<file path="src/rtl/piso_spi_pkg.sv">
// Shared definitions for the acoustics front-end serial link (PISO transmit / SIPO receive).
// Holds the transmit FSM state encoding and the default link geometry.
package piso_spi_pkg;

   localparam int DEF_DATA_W      = 12;
   localparam int DEF_CLK_DIV     = 2;
   localparam int DEF_LEAD_CYCLES = 3;

   typedef enum logic [2:0] {
      IDLE   = 3'd0,
      ASSERT = 3'd1,
      LEAD   = 3'd2,
      SHIFT  = 3'd3,
      TAIL   = 3'd4,
      DONE   = 3'd5
   } state_e;

endpackage

</file>
<file path="src/rtl/spi_sclk_gen.sv">
// Serial clock generator: half-period counter, registered sclk and rise/fall strobes.
// Strobes are asserted in the cycle before sclk changes, so the FSM can act in step with the edge.
module spi_sclk_gen #(
   parameter int CLK_DIV = 2
) (
   input  logic clk,
   input  logic reset_b,
   input  logic en_i,
   input  logic clr_i,
   output logic sclk_o,
   output logic tick_o,
   output logic rise_o,
   output logic fall_o
);

   localparam int             HPW     = (CLK_DIV > 1) ? $clog2(CLK_DIV) : 1;
   localparam logic [HPW-1:0] HP_LAST = HPW'(CLK_DIV - 1);

   logic [HPW-1:0] hp_cnt_q, hp_cnt_d;
   logic           sclk_q, sclk_d;
   logic           tick;

   assign tick = en_i && (hp_cnt_q == HP_LAST);

   // Clear wins over a coincident tick so the frame can end with sclk held low.
   always_comb begin
      hp_cnt_d = hp_cnt_q;
      sclk_d   = sclk_q;
      if (clr_i) begin
         hp_cnt_d = '0;
         sclk_d   = 1'b0;
      end else if (tick) begin
         hp_cnt_d = '0;
         sclk_d   = ~sclk_q;
      end else if (en_i) begin
         hp_cnt_d = hp_cnt_q + 1'b1;
      end
   end

   always_ff @(posedge clk or negedge reset_b) begin
      if (!reset_b) begin
         hp_cnt_q <= '0;
         sclk_q   <= 1'b0;
      end else begin
         hp_cnt_q <= hp_cnt_d;
         sclk_q   <= sclk_d;
      end
   end

   assign sclk_o = sclk_q;
   assign tick_o = tick;
   assign rise_o = tick & ~sclk_q;
   assign fall_o = tick & sclk_q;

endmodule

</file>
<file path="src/rtl/piso_spi_tx.sv">
// Parallel-in / serial-out SPI transmitter: one word per valid/ready handshake, framed by cs_n,
// LEAD_CYCLES dummy clocks then MSB-first data; sdo changes on falling sclk edges.
module piso_spi_tx
   import piso_spi_pkg::*;
#(
   parameter int DATA_W      = DEF_DATA_W,
   parameter int CLK_DIV     = DEF_CLK_DIV,
   parameter int LEAD_CYCLES = DEF_LEAD_CYCLES
) (
   input  logic              clk,
   input  logic              reset_b,
   input  logic [DATA_W-1:0] tx_data,
   input  logic              tx_valid,
   output logic              tx_ready,
   output logic              cs_n,
   output logic              sclk,
   output logic              sdo,
   output logic              tx_busy,
   output logic              tx_done,
   output state_e            state_dbg
);

   // Handshake: a word transfers on the posedge where tx_valid & tx_ready are both high;
   // tx_ready is high only in IDLE, so offers made while a frame is in flight are dropped.

   localparam int             R         = LEAD_CYCLES + DATA_W;
   localparam int             RCW       = $clog2(R + 1);
   localparam logic [RCW-1:0] R_LAST    = RCW'(R);
   localparam logic [RCW-1:0] LEAD_LAST = RCW'(LEAD_CYCLES);

   state_e              state_q, state_d;
   logic [DATA_W-1:0]   shreg_q, shreg_d;
   logic [RCW-1:0]      rcnt_q, rcnt_d;
   logic                cs_n_q, cs_n_d;
   logic                sdo_q, sdo_d;
   logic                done_q, done_d;
   logic                gen_en, gen_clr;
   logic                tick, rise, fall;

   spi_sclk_gen #(.CLK_DIV(CLK_DIV)) u_sclk_gen (
      .clk    (clk),
      .reset_b(reset_b),
      .en_i   (gen_en),
      .clr_i  (gen_clr),
      .sclk_o (sclk),
      .tick_o (tick),
      .rise_o (rise),
      .fall_o (fall)
   );

   always_comb begin
      state_d = state_q;
      shreg_d = shreg_q;
      rcnt_d  = rcnt_q;
      cs_n_d  = cs_n_q;
      sdo_d   = sdo_q;
      done_d  = 1'b0;
      gen_en  = 1'b0;
      gen_clr = 1'b0;
      case (state_q)
         IDLE: begin
            cs_n_d = 1'b1;
            sdo_d  = 1'b0;
            if (tx_valid) begin
               shreg_d = tx_data;
               rcnt_d  = '0;
               cs_n_d  = 1'b0;
               state_d = ASSERT;
            end
         end
         ASSERT: begin
            gen_en = 1'b1;
            if (rise) begin
               rcnt_d = rcnt_q + 1'b1;
               if (LEAD_CYCLES > 0) begin
                  state_d = LEAD;
               end else begin
                  sdo_d   = shreg_q[DATA_W-1];
                  state_d = SHIFT;
               end
            end
         end
         LEAD: begin
            gen_en = 1'b1;
            if (rise) begin
               rcnt_d = rcnt_q + 1'b1;
            end else if (fall && rcnt_q == LEAD_LAST) begin
               sdo_d   = shreg_q[DATA_W-1];
               state_d = SHIFT;
            end
         end
         SHIFT: begin
            gen_en = 1'b1;
            if (rise) begin
               rcnt_d = rcnt_q + 1'b1;
            end else if (fall) begin
               // The last bit stays on sdo through TAIL.
               if (rcnt_q == R_LAST) begin
                  state_d = TAIL;
               end else begin
                  shreg_d = shreg_q << 1;
                  sdo_d   = shreg_d[DATA_W-1];
               end
            end
         end
         TAIL: begin
            gen_en = 1'b1;
            if (tick) begin
               gen_clr = 1'b1;
               cs_n_d  = 1'b1;
               sdo_d   = 1'b0;
               done_d  = 1'b1;
               state_d = DONE;
            end
         end
         DONE: begin
            state_d = IDLE;
         end
         default: begin
            state_d = IDLE;
         end
      endcase
   end

   always_ff @(posedge clk or negedge reset_b) begin
      if (!reset_b) begin
         state_q <= IDLE;
         shreg_q <= '0;
         rcnt_q  <= '0;
         cs_n_q  <= 1'b1;
         sdo_q   <= 1'b0;
         done_q  <= 1'b0;
      end else begin
         state_q <= state_d;
         shreg_q <= shreg_d;
         rcnt_q  <= rcnt_d;
         cs_n_q  <= cs_n_d;
         sdo_q   <= sdo_d;
         done_q  <= done_d;
      end
   end

   assign tx_ready  = (state_q == IDLE);
   assign tx_busy   = (state_q != IDLE);
   assign cs_n      = cs_n_q;
   assign sdo       = sdo_q;
   assign tx_done   = done_q;
   assign state_dbg = state_q;

endmodule

</file>
<file path="config.mk">
export PLATFORM = sky130hd
export DESIGN_NAME = piso_spi_tx
export DESIGN_NICKNAME = d
export VERILOG_FILES = /design/src/rtl/piso_spi_pkg.sv /design/src/rtl/spi_sclk_gen.sv /design/src/rtl/piso_spi_tx.sv
export SDC_FILE = /design/constraint.sdc
export NUM_CORES = 1
export LEC_CHECK = 0
export BUFFER_PORTS_ARGS = -buffer_cell sky130_fd_sc_hd__buf_2
export CAP_MARGIN = 20
export CORE_ASPECT_RATIO = 1.25
export CORE_UTILIZATION = 50
export DETAILED_ROUTE_END_ITERATION = 7
export PLACE_DENSITY_LB_ADDON = 0.2
export SYNTH_ARGS = -nofsm -noshare
export SYNTH_HDL_FRONTEND = slang
export SYNTH_SLANG_ARGS = --single-unit
</file>
<file path="constraint.sdc">
create_clock -name clk -period 1.9 [get_ports clk]
set_input_delay 0.095 -clock clk [delete_from_list [all_inputs] [get_ports clk]]
set_output_delay 0.095 -clock clk [all_outputs]
set_load 0.005 [all_outputs]
</file>
Word level (Yosys, flattened, before mapping)

Index checks and enable logic that the tools add are counted.

Register bits: 24
Output and inout bits: 9
Word-level logic and storage cells: 81

Add/sub/neg operators: 2
Equality and inequality tests: 16
Mux-type cells: 35
Bitwise operators: 3
Reduce and logical (&&, ||, !) cells: 17

Operator list:

| kind                                                             | number |
|---|---|
| 12-bit two-way mux                                               | 4 |
| 3-bit two-way mux                                                | 8 |
| 12-bit one-hot mux with 2 select lines                           | 1 |
| 1-bit two-way mux                                                | 16 |
| 2-bit != test (second input constant)                            | 8 |
| 3-bit one-hot mux with 5 select lines                            | 1 |
| 4-bit two-way mux                                                | 2 |
| 4-bit one-hot mux with 2 select lines                            | 1 |
| 8-bit AND reduction                                              | 1 |
| 2-bit nonzero test                                               | 4 |
| 7-bit AND reduction                                              | 1 |
| 3-bit by 2-bit == test with 1-bit output (second input constant) | 2 |
| 3-bit nonzero test                                               | 2 |
| 5-bit AND reduction                                              | 1 |
| 4-bit by 1-bit adder with 4-bit output (second input constant)   | 1 |
| 4-bit by 2-bit == test with 1-bit output (second input constant) | 1 |
| 4-bit == test (second input constant)                            | 1 |
| 2-bit by 1-bit != test with 1-bit output (second input constant) | 2 |
| 1-bit one-hot mux with 4 select lines                            | 1 |
| 4-bit nonzero test                                               | 1 |
| 4-bit OR reduction                                               | 1 |
| 3-bit by 1-bit == test with 1-bit output (second input constant) | 1 |
| 3-bit == test (second input constant)                            | 1 |
| 3-bit zero test                                                  | 1 |
| 8 further kinds                                                  | 10 |

Longest topological paths before layout

Depth after elaboration: 9
Gate-level depth with buffers: 7
Gate-level depth less buffers: 6

Cells and area by module

Synthesis repeated with hierarchy kept, for this count alone.

Cells, all modules: 119
Area total of the unflattened synthesis: 1,380.1 µm²

Modules (own cells, without submodules):

| module       | times used | cells each | area each (µm²) |
|---|---|---|---|
| piso_spi_tx  | 1          | 109        | 1,270.0 |
| spi_sclk_gen | 1          | 10         | 110.1 |

Worst setup path before layout

Ideal clock, no wire load.

Kind: register -> register
From: reg state_q[1] (netlist: state_dbg[1])
To: reg sdo_q (netlist: sdo)
Arrival time: 1.489 ns
Slack: 0.284 ns
Cell stages (with the launch flop): 6
Clock period less this slack: 1.616 ns
Path through: dfrtp_1 -> buf_6 -> nor2_4 -> a311o_1 -> a221oi_2 -> mux2_1

Cells in the longest elaborated chain, start to end: 8
Elaborated cells between the ends (all ways): 20

Ends and longest elaborated chain:

| element                                     | line               | RTL |
|---|---|---|
| from (decl)                                 | piso_spi_tx.sv:31  | `state_e state_q, state_d;` |
| from (signal assigned)                      | piso_spi_tx.sv:134 | `state_q <= state_d;` |
| 3-bit == test, or another cell as far along | piso_spi_tx.sv:60  | `case (state_q)` |
| 4-bit OR reduction (no source line)         | n/a                |  |
| 1-bit two-way mux                           | piso_spi_tx.sv:60  |  |
| 1-bit logical AND                           | spi_sclk_gen.sv:23 | `assign tick = en_i && (hp_cnt_q == HP_LAST);` |
| 1-bit AND                                   | spi_sclk_gen.sv:53 | `assign fall_o = tick & sclk_q;` |
| 1-bit logical AND                           | piso_spi_tx.sv:87  | `end else if (fall && rcnt_q == LEAD_LAST) begin` |
| 2-bit != test (no source line)              | n/a                |  |
| 7-bit AND reduction (no source line)        | n/a                |  |
| to (signal assigned)                        | piso_spi_tx.sv:138 | `sdo_q <= sdo_d;` |
| to (decl)                                   | piso_spi_tx.sv:35  | `logic sdo_q, sdo_d;` |

Parallel ways exist; a longest one is shown, timed or not.
A chain may end at the register's enable or synchronous reset.

Worst setup path in the final report

Same ends and word-level chain as after synthesis.

==> flow_summary.toml <==
[synthesis]
synth_xor_area_frac = 0.0274
synth_fa_ha_area_frac = 0.00979
synth.most_common_cell = "dfrtp_1"
synthTopCellsByArea = "dfrtp_1, mux2i_1, a21oi_2"
synth_edf_count = 0
syn-num-nets = 139
synth_top_family_by_area = "simple AND/OR/NAND/NOR gates"
syn_inst = 123
ys_warn_count = 0
ys_top_cells_by_count = "dfrtp_1, nor2_1, mux2i_1"
synth_compound_area_frac = 0.169
synth_top_area_share = 0.451
synthArstFlopShare = 1.00
ys.flop_type = "dfrtp_1"
syn_area_per_cell_sq_um = 10.4
ys_seq_elements = 24
yosysTopAreaCell = "dfrtp_1"
yosysSeqAreaShare = 0.471
synth_cell_types = 33
synthMuxAreaShare = 0.104
synthSimpleGateAreaFrac = 0.172
synth.cell_area_sq_um = 1280

[critical_path]
critPathArrivalTime_ns = 1.95
r2r_cells = 5
path_max_fanout = 6
rrSetupSlack_ns = 0.17
regToRegStartpoint = "state_dbg[1]"
timing.setup.critical_path_class = "flop to flop"
r2r_end = "sdo"
crit_required_ns = 2.11
endpoint_kind = "flop"
start_kind = "flop"

[clock_tree]
cts_max_level = 1
path_clk_slew_ns = 0.13
cts_tree = "built"
postCtsSetupBuffers = 0
cts_root_buf = "clkbuf_4"
cts_buffers = 3
cts_num_sinks = 24
worstSkewPairLatency_ns = 0.32
clock_path_buffers = 2

[sta]
rsz0062_at_grt = "false"
min_period_ns = 1.73
worstMarginPinSlew_ns = 0.541
fmax_mhz = 578
slew_violations = 0
setup_viol = 0
slew_headroom = 0.640
tns_ns = 0
fin_skew_ns = 0.00238
hold_viol_final = 0
fin_crit_sh = 0.911

[min_path]
min_to = "shreg_q[0]"
hold_class = "input pin to flop"
min_path_cells = 3
min_from = "tx_data[0]"

[route]
wl_um = 2470
vias_per_cell = 5.38
drcViolationCount = 0
drt_iter0_drc = 19
wl_per_cell_um = 13.4
dr.pass1.iters = 4
ant_nets = 0
vias = 989

[floorplan]
fp.dieH_um = 58.5
core_sq_um = 2430
rows = 20
die_width_um = 47.2
start_util = 0.526
ios = 24
dieArea_sq_um = 2760

[placement]
gp_congestion = 0.879
numPlacedInstances = 179
port_buffers = 23
dp_hpwl_um = 1860

[layout]
layout-drive-gt1-share = 0.331
fin_util = 0.614
finalNonFillerCells = 184
nets = 168
area_growth_pct = 16.7
antenna_cells = 0

[global_routing]
grt_pass1_vias = 1045
use_met2 = 0.375
grt_pass1_wl_um = 4280
met1_usage = 0.248
track_usage = 0.214
antenna_found_initial = 0
globalRouteOverflowTotal = 0
use_met3 = 0.0245
top_usage_layer = "met2"
grt_max_degree = 25

[power]
powerDensity_nw_per_um2 = 1670
pwr-share-seq = 0.379
power_switching_mw = 1.03
leakagePower_nw = 0.694
comb_power_share = 0.513
clkPwrFrac = 0.108
total_power_mw = 2.49
intPower_mw = 1.46
swShare = 0.413
ir_worst_vdd_uv = 881

[outcome]
outcome = "complete, no violations"

[flow_run]
maxCapViolations = 0
==> power groups by stage <==
stage	logic (mW)	registers (mW)	clock network (mW)
2_1_floorplan	1.02	0.901	0
3_3_place_gp	1.24	0.947	0
3_5_place_dp	1.29	0.961	0
4_1_cts	1.30	0.950	0.276
5_1_grt	1.44	0.980	0.288
6_report	1.28	0.945	0.269
==> cells by family after synthesis <==
group           after synthesis
simple gates                 44
compound gates               28
flops                        24
mux                          13
buf+inv                       9
xor+xnor                      4
fa+ha+maj                     1
==> how the worst max path moves through the flow <==
stage,from,end,slack [ns],cells past startpoint
2_1_floorplan,state_dbg[1],sdo,0.28,5
3_3_place_gp,state_dbg[1],sdo,0.24,5
3_5_place_dp,state_dbg[1],sdo,0.18,5
4_1_cts,state_dbg[1],sdo,0.16,5
5_1_grt,state_dbg[1],sdo,0.1,5
6_report,state_dbg[1],sdo,0.17,5
==> sequential cells by signal, indices dropped and copies added, names as in the netlist <==
name and count:
state_dbg 3, shreg_q 12, tx_done 1, u_sclk_gen.sclk_o 1, cs_n 1, rcnt_q 4, u_sclk_gen.hp_cnt_q 1, sdo 1
==> layer usage <==
metal | vias to the layer above | share of wire | wire length [um]
met4 | 0 | 0.023 | 57
met1 | 476 | 0.41 | 1010
li1 | 484 | - | -
met3 | 7 | 0.025 | 62
met5 | - | 0 | 0
met2 | 22 | 0.54 | 1340
==> metrics by stage <==
step | hold slack [ns] | worst slack [ns] | instance area (sq um)
2_1_floorplan | -0.201 | 0.284 | 1280
3_3_place_gp | 0.105 | 0.241 | 1440
3_5_place_dp | 0.116 | 0.182 | 1440
4_1_cts | 0.00258 | 0.162 | 1490
5_1_grt | 0.0384 | 0.0953 | 1490
6_report | 0.00445 | 0.169 | 1490
==> cells in the final DEF, fill, tap and decap left out, types with 4 or more instances in the layout <==
| cell | n |
|---|---|
| buf_2 | 23 |
| dfrtp_1 | 23 |
| nor2_1 | 21 |
| mux2i_1 | 11 |
| a21oi_2 | 9 |
| nand2_1 | 7 |
| a21oi_1 | 7 |
| buf_4 | 5 |
| nand2b_1 | 4 |
| o21ai_0 | 4 |
==> critical path, stage by stage (launching register included) <==
cell,delay (ns)
dfrtp_1,0.48
nand2b_1,0.15
a21oi_1,0.06
a311o_1,0.39
a221oi_2,0.21
mux2_1,0.34
==> area by class of cell <==
cell class	count	area (sq um)
fill	230	937
multi-input combinational	90	617
clock buffer	4	36.3
sequential	24	602
inverter	3	11.3
tap	33	41.3
timing repair buffer	30	183
==> repair_timing <==
item                                   in CTS  in global routing
hold buffers                                1                  0
endpoints found under the hold margin      23                  0
gates resized for setup                     0                  0
Note: power is estimated with default switching activity, not from simulation.
